### config.mk
export PLATFORM = sky130hd
export DESIGN_NAME = cpu_run_ctrl
export DESIGN_NICKNAME = d
export VERILOG_FILES = /design/src/rtl/cpu_ctrl_pkg.sv /design/src/rtl/cpu_run_ctrl_imem_loader.sv /design/src/rtl/cpu_run_ctrl.sv
export SDC_FILE = /design/constraint.sdc
export NUM_CORES = 1
export LEC_CHECK = 0
export ABC_AREA = 0
export CAP_MARGIN = 20
export CORE_ASPECT_RATIO = 1.1
export CORE_MARGIN = 10
export CORE_UTILIZATION = 40
export CTS_BUF_LIST = sky130_fd_sc_hd__clkbuf_2 sky130_fd_sc_hd__clkbuf_4 sky130_fd_sc_hd__clkbuf_8
export CTS_CLUSTER_SIZE = 14
export DETAILED_ROUTE_END_ITERATION = 12
export GPL_ROUTABILITY_DRIVEN = 1
export PLACE_DENSITY = 0.84
export SETUP_SLACK_MARGIN = 0.1
export SLEW_MARGIN = 20
export SYNTH_ARGS = -nofsm -noshare
export SYNTH_HDL_FRONTEND = slang
export SYNTH_HIERARCHICAL = 1
export SYNTH_SLANG_ARGS = --single-unit
### constraint.sdc
create_clock -name clk -period 2.21 [get_ports clk]
set_input_delay 0.442 -clock clk [delete_from_list [all_inputs] [get_ports clk]]
set_output_delay 0.442 -clock clk [all_outputs]
set_load 0.02 [all_outputs]
### src/rtl/cpu_ctrl_pkg.sv
// Shared definitions for the CPU run/boot sequencer.
//   state_e       : controller FSM state encodings (exported on the state port)
//   IMEM_ADDR_W   : instruction RAM word-address width
//   HALT_INST_DEF : EBREAK encoding that makes the CPU halt itself
package cpu_ctrl_pkg;

  localparam int          IMEM_ADDR_W   = 12;
  localparam logic [31:0] HALT_INST_DEF = 32'h0010_0073;

  typedef enum logic [2:0] {
    ST_IDLE = 3'd0,
    ST_LOAD = 3'd1,
    ST_RUN  = 3'd2,
    ST_STEP = 3'd3,
    ST_HALT = 3'd4
  } state_e;

endpackage

### src/rtl/cpu_run_ctrl_imem_loader.sv
// Program image loader: accepts a valid/ready word stream and drives the
// instruction RAM write port, one registered write per accepted word.
//   i_start      : (re)start a load at address 0; clears count and overflow
//   i_valid/o_ready/i_data/i_last : load stream
//   o_done       : the current handshake ends the load (last word or overflow)
//   o_we/o_waddr/o_wdata : registered RAM write port
//   o_count      : words written in the last/current load
//   o_err        : sticky overflow, cleared by i_start
module imem_loader
  import cpu_ctrl_pkg::*;
#(
  parameter int ADDR_W = IMEM_ADDR_W,
  parameter int DATA_W = 32
) (
  input  logic              clk,
  input  logic              rst,
  input  logic              i_start,
  input  logic              i_valid,
  input  logic [DATA_W-1:0] i_data,
  input  logic              i_last,
  output logic              o_ready,
  output logic              o_done,
  output logic              o_we,
  output logic [ADDR_W-1:0] o_waddr,
  output logic [DATA_W-1:0] o_wdata,
  output logic [ADDR_W:0]   o_count,
  output logic              o_err
);

  localparam logic [ADDR_W-1:0] ONE_A = 1;
  localparam logic [ADDR_W:0]   ONE_C = 1;

  logic              r_active;
  logic              r_full;    // all 2^ADDR_W words written, no last seen
  logic [ADDR_W-1:0] r_addr;
  logic [ADDR_W:0]   r_count;
  logic              r_err;
  logic              r_we;
  logic [ADDR_W-1:0] r_waddr;
  logic [DATA_W-1:0] r_wdata;
  logic              w_hs;

  assign w_hs    = i_valid & r_active;
  // A restart in the same cycle discards the word and keeps loading.
  assign o_done  = w_hs & (r_full | i_last) & ~i_start;
  assign o_ready = r_active;
  assign o_we    = r_we;
  assign o_waddr = r_waddr;
  assign o_wdata = r_wdata;
  assign o_count = r_count;
  assign o_err   = r_err;

  always_ff @(posedge clk or posedge rst) begin
    if (rst) begin
      r_active <= 1'b0;
      r_full   <= 1'b0;
      r_addr   <= '0;
      r_count  <= '0;
      r_err    <= 1'b0;
      r_we     <= 1'b0;
      r_waddr  <= '0;
      r_wdata  <= '0;
    end else begin
      r_we <= 1'b0;
      if (i_start) begin
        r_active <= 1'b1;
        r_full   <= 1'b0;
        r_addr   <= '0;
        r_count  <= '0;
        r_err    <= 1'b0;
      end else if (w_hs) begin
        if (r_full) begin
          // Word beyond RAM capacity: dropped, flagged, load ends.
          r_err    <= 1'b1;
          r_active <= 1'b0;
        end else begin
          r_we    <= 1'b1;
          r_waddr <= r_addr;
          r_wdata <= i_data;
          r_addr  <= r_addr + ONE_A;
          r_count <= r_count + ONE_C;
          if (i_last)       r_active <= 1'b0;
          else if (&r_addr) r_full   <= 1'b1;
        end
      end
    end
  end

endmodule

### src/rtl/cpu_run_ctrl.sv
// Run/boot sequencer for the single-issue CPU. Loads a program image into
// instruction RAM while holding the CPU in reset, then gates fetch for
// run / halt (request or EBREAK) / single-step.
//   load_*      : program image stream and load start
//   run/halt/step_req : execution control pulses
//   fetch_inst  : instruction entering execute, watched for EBREAK
//   imem_*      : instruction RAM write port
//   cpu_rst_n, pc_en : CPU reset and fetch enable
//   halted, state, load_count, err_overflow : status
module cpu_run_ctrl
  import cpu_ctrl_pkg::*;
#(
  parameter int                ADDR_W    = IMEM_ADDR_W,
  parameter int                DATA_W    = 32,
  parameter logic [DATA_W-1:0] HALT_INST = HALT_INST_DEF
) (
  input  logic              clk,
  input  logic              rst,
  input  logic              load_start,
  input  logic              load_valid,
  input  logic [DATA_W-1:0] load_data,
  input  logic              load_last,
  output logic              load_ready,
  input  logic              run_req,
  input  logic              halt_req,
  input  logic              step_req,
  input  logic [DATA_W-1:0] fetch_inst,
  output logic              imem_we,
  output logic [ADDR_W-1:0] imem_waddr,
  output logic [DATA_W-1:0] imem_wdata,
  output logic              cpu_rst_n,
  output logic              pc_en,
  output logic              halted,
  output logic [2:0]        state,
  output logic [ADDR_W:0]   load_count,
  output logic              err_overflow
);

  state_e r_state;
  state_e w_nxt;
  logic   r_cpu_rst_n;
  logic   r_pc_en;
  logic   r_halted;
  logic   w_load_done;

  imem_loader #(.ADDR_W(ADDR_W), .DATA_W(DATA_W)) u_loader (
    .clk     (clk),
    .rst     (rst),
    .i_start (load_start),
    .i_valid (load_valid),
    .i_data  (load_data),
    .i_last  (load_last),
    .o_ready (load_ready),
    .o_done  (w_load_done),
    .o_we    (imem_we),
    .o_waddr (imem_waddr),
    .o_wdata (imem_wdata),
    .o_count (load_count),
    .o_err   (err_overflow)
  );

  // load_start is accepted from every state and always wins.
  always_comb begin
    w_nxt = r_state;
    if (load_start) begin
      w_nxt = ST_LOAD;
    end else begin
      unique case (r_state)
        ST_IDLE: if (run_req) w_nxt = ST_RUN;
        ST_LOAD: if (w_load_done) w_nxt = ST_IDLE;
        ST_RUN:  if (halt_req || (r_pc_en && fetch_inst == HALT_INST)) w_nxt = ST_HALT;
        ST_HALT: begin
          if (step_req)     w_nxt = ST_STEP;
          else if (run_req) w_nxt = ST_RUN;
        end
        ST_STEP: w_nxt = ST_HALT;
        default: w_nxt = ST_IDLE;
      endcase
    end
  end

  // Outputs are registered from the next state so they change with it.
  always_ff @(posedge clk or posedge rst) begin
    if (rst) begin
      r_state     <= ST_IDLE;
      r_cpu_rst_n <= 1'b0;
      r_pc_en     <= 1'b0;
      r_halted    <= 1'b0;
    end else begin
      r_state     <= w_nxt;
      r_cpu_rst_n <= (w_nxt == ST_RUN) || (w_nxt == ST_STEP) || (w_nxt == ST_HALT);
      r_pc_en     <= (w_nxt == ST_RUN) || (w_nxt == ST_STEP);
      r_halted    <= (w_nxt == ST_HALT);
    end
  end

  assign state     = r_state;
  assign cpu_rst_n = r_cpu_rst_n;
  assign pc_en     = r_pc_en;
  assign halted    = r_halted;

endmodule

### Word level (Yosys, flattened, before mapping)

Index checks and enable logic that the tools add are counted.

* $add $sub $neg: 2
* bitwise logic cells: 6
* reduce and logical (&&, ||, !) cells: 13
* mux-type cells: 27
* equal/unequal tests: 9

Operators by type and width (count)
* $mux W13: 3
* $mux W12: 3
* $eq A32 B21 Y1 const B: 1
* $mux W1: 15
* $mux W3: 5
* $pmux W3 S5: 1
* $add A13 B1 Y13 const B: 1
* $add A12 B1 Y12 const B: 1
* $eq A3 B2 Y1 const B: 4
* $reduce_and A12 Y1: 1
* $eq A3 B3 Y1 const B: 2
* $reduce_and A2 Y1: 3
* $reduce_bool A2 Y1: 2
* $and A1 B1 Y1: 3
* $eq A3 B1 Y1 const B: 1
* $logic_not A3 Y1: 1
* $logic_or A1 B1 Y1: 3
* $reduce_and A3 Y1: 1
* $reduce_bool A3 Y1: 1
* $ne A2 B2 Y1 const B: 1
* $not A1 Y1: 2
* $logic_and A1 B1 Y1: 1
* $or A1 B1 Y1: 1

* logic and storage cells: 69
* input bits: 72
* output and inout port bits: 66
* bits in registers: 79

### Depth between registers and ports, before layout

* depth in word-level cells: 9
* gate-level depth with buffers: 6
* depth with buffers taken out: 5

### By module

Netlist, hierarchy kept.

By module, submodules not included
* imem_loader: area each 3029.2 um^2, sequential area each 1826.8 um^2, times used 1, cells an instance 236
* cpu_run_ctrl: area each 384.1 um^2, sequential area each 150.1 um^2, times used 1, cells an instance 39

### Worst setup path before layout

No wires, ideal clock.

* path type: reg-to-reg
* start point: register u_loader.r_active (netlist: u_loader/o_ready)
* end point: register u_loader.r_wdata[29] (netlist: u_loader/o_wdata[29])
* setup time: 125 ps
* path slack: 576 ps
* data required time: 2085 ps
* stages on the path, launching flop included: 6
* data arrival time: 1510 ps
* buffers on the path: 2
* period minus slack after synthesis: 1634 ps
* path through: dfrtp_1 > buf_2 > nand3b_4 > nor2_4 > buf_2 > mux2_2

* word-level cells in the longest chain between the ends: 2

RTL lines
* from (decl): RTL line cpu_run_ctrl_imem_loader.sv:33 `logic r_active;`
* from (signal assigned): RTL line cpu_run_ctrl_imem_loader.sv:55 `r_active <= 1'b0;`
* from (signal assigned): RTL line cpu_run_ctrl_imem_loader.sv:66 `r_active <= 1'b1;`
* from (signal assigned): RTL line cpu_run_ctrl_imem_loader.sv:75 `r_active <= 1'b0;`
* $and A1 B1 Y1: RTL line cpu_run_ctrl_imem_loader.sv:43 `assign w_hs = i_valid & r_active;`
* $reduce_and A3 Y1 (no line)
* to (signal assigned): RTL line cpu_run_ctrl_imem_loader.sv:79 `r_wdata <= i_data;`
* to (decl): RTL line cpu_run_ctrl_imem_loader.sv:40 `logic [DATA_W-1:0] r_wdata;`

No other way between the ends.
A chain may end at the register's enable or synchronous reset.

### Worst setup path after layout

* start point: register u_loader.r_active (netlist: u_loader/o_ready)
* end point: output load_ready

RTL lines
* to (decl): RTL line cpu_run_ctrl.sv:23 `output logic load_ready,`

No word-level cell between the ends.

==> impl_metrics.py <==
metrics = {
    "grt": {
        "gr-usage-met3_pct": 4.11,
        "grt_max_degree": 41,
        "track_usage_pct": 15.0,
        "grt_pass1_wl_um": 15300,
        "grt_busiest_layer": "met2",
        "grt_antenna_before_repair": 0,
        "grt_pass1_vias": 3014,
        "gr-total-overflow": 0,
        "gr-usage-met2_pct": 26.0,
        "met1_usage_pct": 17.0,
    },
    "synthesis": {
        "synth.avg_cell_area_um2": 12.4,
        "yosysUniqueCellTypes": 41,
        "yosysTopAreaCellShare_pct": 57.9,
        "synth_top_cell_by_area": "dfrtp_1",
        "netlist_instances": 275,
        "ys_top_cells_by_count": "dfrtp_1, mux2_2, nor2_1",
        "syn_area_um2": 3410,
        "async_flop_share_pct": 100,
        "synth_edf_count": 0,
        "synth_ff_type": "dfrtp_1",
        "yosysSeqAreaShare_pct": 57.9,
        "yosys_warnings": 6,
        "yosysMostFrequentCell": "dfrtp_1",
        "syn-num-nets": 349,
        "yosys-top-cells-area": "dfrtp_1, mux2_2, xnor2_1",
        "ys_ff_latch": 79,
    },
    "min_path": {
        "min_path_type": "primary input to asynchronous set/reset pin",
    },
    "clock_tree": {
        "cts_tree": "done",
        "clkLatencyLatePin_ns": 0.34,
        "htreeDepth": 3,
        "cts_setup_buffers": 0,
        "holdBufCountCts": 0,
        "cts_root_buffer": "clkbuf_8",
        "clock-sinks": 79,
        "numCtsBuffers": 9,
        "cts_resized": 0,
        "path_clk_slew_ns": 0.08,
        "ctsLongestPathBuffers": 2,
    },
    "worst_setup_path": {
        "path_cells": "clkdlybuf4s50_1",
        "crit_family": "buffers and inverters",
        "critPathKind": "flop to output pin",
        "crit_fanout": 8,
        "worst_ep_required_time_ns": 1.77,
        "worstSetupStartpointType": "flop",
        "cp_num_buf_inv": 1,
        "cp.arrival_ns": 1.52,
        "slowest_delay_ns": 0.67,
        "crit_path_end_kind": "output pin",
        "slowest_stage": "clkdlybuf4s50_1",
    },
    "sta": {
        "slew_violations": 0,
        "relSlewSlack_pct": 73.1,
        "whs_ns": 0.395,
        "setup_viol": 0,
        "finalHoldViolCount": 0,
        "rsz0062_at_grt": "false",
        "clock.fmax_ghz": 0.508,
        "tightest_slew_ns": 0.400,
        "finalCritPeriodShare_pct": 89.0,
        "fin_crit_ns": 1.97,
        "fin_skew_ns": 0.00881,
        "fin_setup_tns_ns": 0,
    },
    "floorplan": {
        "dieArea_um2": 12600,
        "num_rows": 35,
        "fp.dieH_um": 117,
        "io-pin-count": 138,
        "core_area_um2": 8360,
        "initial_core_util_pct": 40.8,
        "die_w_um": 108,
    },
    "pwr": {
        "power_frac_seq_pct": 45.8,
        "p_clk_share_pct": 31.5,
        "irDropWorstVdd_mv": 0.453,
        "cellLeakagePower_nw": 2.13,
        "internal-power_mw": 2.65,
        "p_per_area_nw_per_um2": 691,
        "power.switching_mw": 0.958,
        "p_comb_share_pct": 22.7,
        "power.total_mw": 3.61,
        "swShare_pct": 26.6,
    },
    "cells_and_area": {
        "n_fill_cell": 663,
        "nets": 497,
        "fin_util_pct": 62.4,
        "drive_gt1_share_pct": 17.5,
        "diodes": 0,
        "area.growth.synth_to_final_pct": 52.9,
    },
    "routing": {
        "num_vias": 2766,
        "routed_via_density": 5.13,
        "wl_um": 9550,
        "wire_per_inst_um": 17.7,
        "ant_nets": 0,
        "dr.pass1.iters": 4,
        "drtIter0Drc": 113,
        "drc": 0,
    },
    "outcome": {
        "outcome": "completed",
    },
    "run": {
        "cap_violations": 0,
    },
    "placement": {
        "hpwl_um": 7400,
        "port_buffers": 137,
        "gp_congestion": 0.905,
    },
}
## path summary, 6_finish.rpt
check,from,end,slack (ns),depth (start not counted)
max in group asynchronous,rst,u_loader/o_wdata[1],1.32,3
min reg2reg,u_loader/o_waddr[1],u_loader/o_waddr[1],0.50,1
min,rst,state[2],0.40,2
max,u_loader/o_ready,load_ready,0.24,1
max reg2reg,u_loader/o_count[0],u_loader/o_count[10],0.55,5
min in group clk,u_loader/o_waddr[1],u_loader/o_waddr[1],0.50,1
## cells in the final DEF (no fill, tap or decap), types with 5 or more instances in the layout
cell type / n
xor2_1: 5
nand2_1: 12
nor3_1: 10
mux2_2: 42
clkdlybuf4s50_1: 137
nor2_1: 30
a21oi_1: 6
nor4_1: 10
buf_4: 7
dfrtp_1: 79
clkbuf_8: 12
nand3_1: 5
xnor2_1: 16
nand4_1: 8
## routing by layer
| metal | vias up | wire [um] |
|---|---|---|
| met1 | 1357 | 3760 |
| met5 | - | 0 |
| met4 | 0 | 211 |
| met2 | 109 | 4850 |
| li1 | 1280 | - |
| met3 | 20 | 719 |
## layout make-up
type	count	area [um^2]	share of cell area (%)
clock inverter	4	51.3	0.983
sequential	79	1980	37.9
timing repair buffer	148	1500	28.8
clock buffer	12	165	3.16
multi-input combinational	180	1360	26.1
inverter	5	22.5	0.432
tap	111	139	2.66
## power groups by stage
| stage | sequential, mW | clock (mW) | combinational (mW) |
|---|---|---|---|
| 2_1_floorplan | 1.83 | 0 | 0.207 |
| 3_3_place_gp | 1.67 | 0 | 0.816 |
| 3_5_place_dp | 1.68 | 0 | 0.832 |
| 4_1_cts | 1.65 | 1.17 | 0.833 |
| 5_1_grt | 1.67 | 1.23 | 0.868 |
| 6_report | 1.65 | 1.14 | 0.820 |
## flip-flops by register name, indices dropped and copies added (netlist names)
| signal | cells |
|---|---|
| u_loader/o_we | 1 |
| u_loader/o_count | 13 |
| cpu_rst_n | 1 |
| state | 3 |
| u_loader/o_ready | 1 |
| u_loader/o_waddr | 12 |
| u_loader/r_addr | 12 |
| halted | 1 |
| pc_en | 1 |
| u_loader/o_wdata | 32 |
| u_loader/o_err | 1 |
| u_loader/r_full | 1 |
## cells by family after synthesis
| kind of cell | after synthesis | synth area share [%] |
|---|---|---|
| and+or+nand+nor | 92 | 15.2 |
| AOI/OAI and AO/OA | 21 | 4.00 |
| adders and majority gates | 2 | 0.733 |
| DFF | 79 | 57.9 |
| muxes | 44 | 14.5 |
| buffers and inverters | 16 | 2.24 |
| xor gates and xnor gates | 21 | 5.39 |
## metrics by stage
step,std cells,area [um^2],setup WS (ns)
after floorplan,275,3420,0.576
after global placement,523,5000,0.0833
after detailed placement,523,5000,0.0527
after CTS,539,5220,0.214
after global routing,539,5220,0.194
final,539,5220,0.243
(Power assumes the default switching activity.)
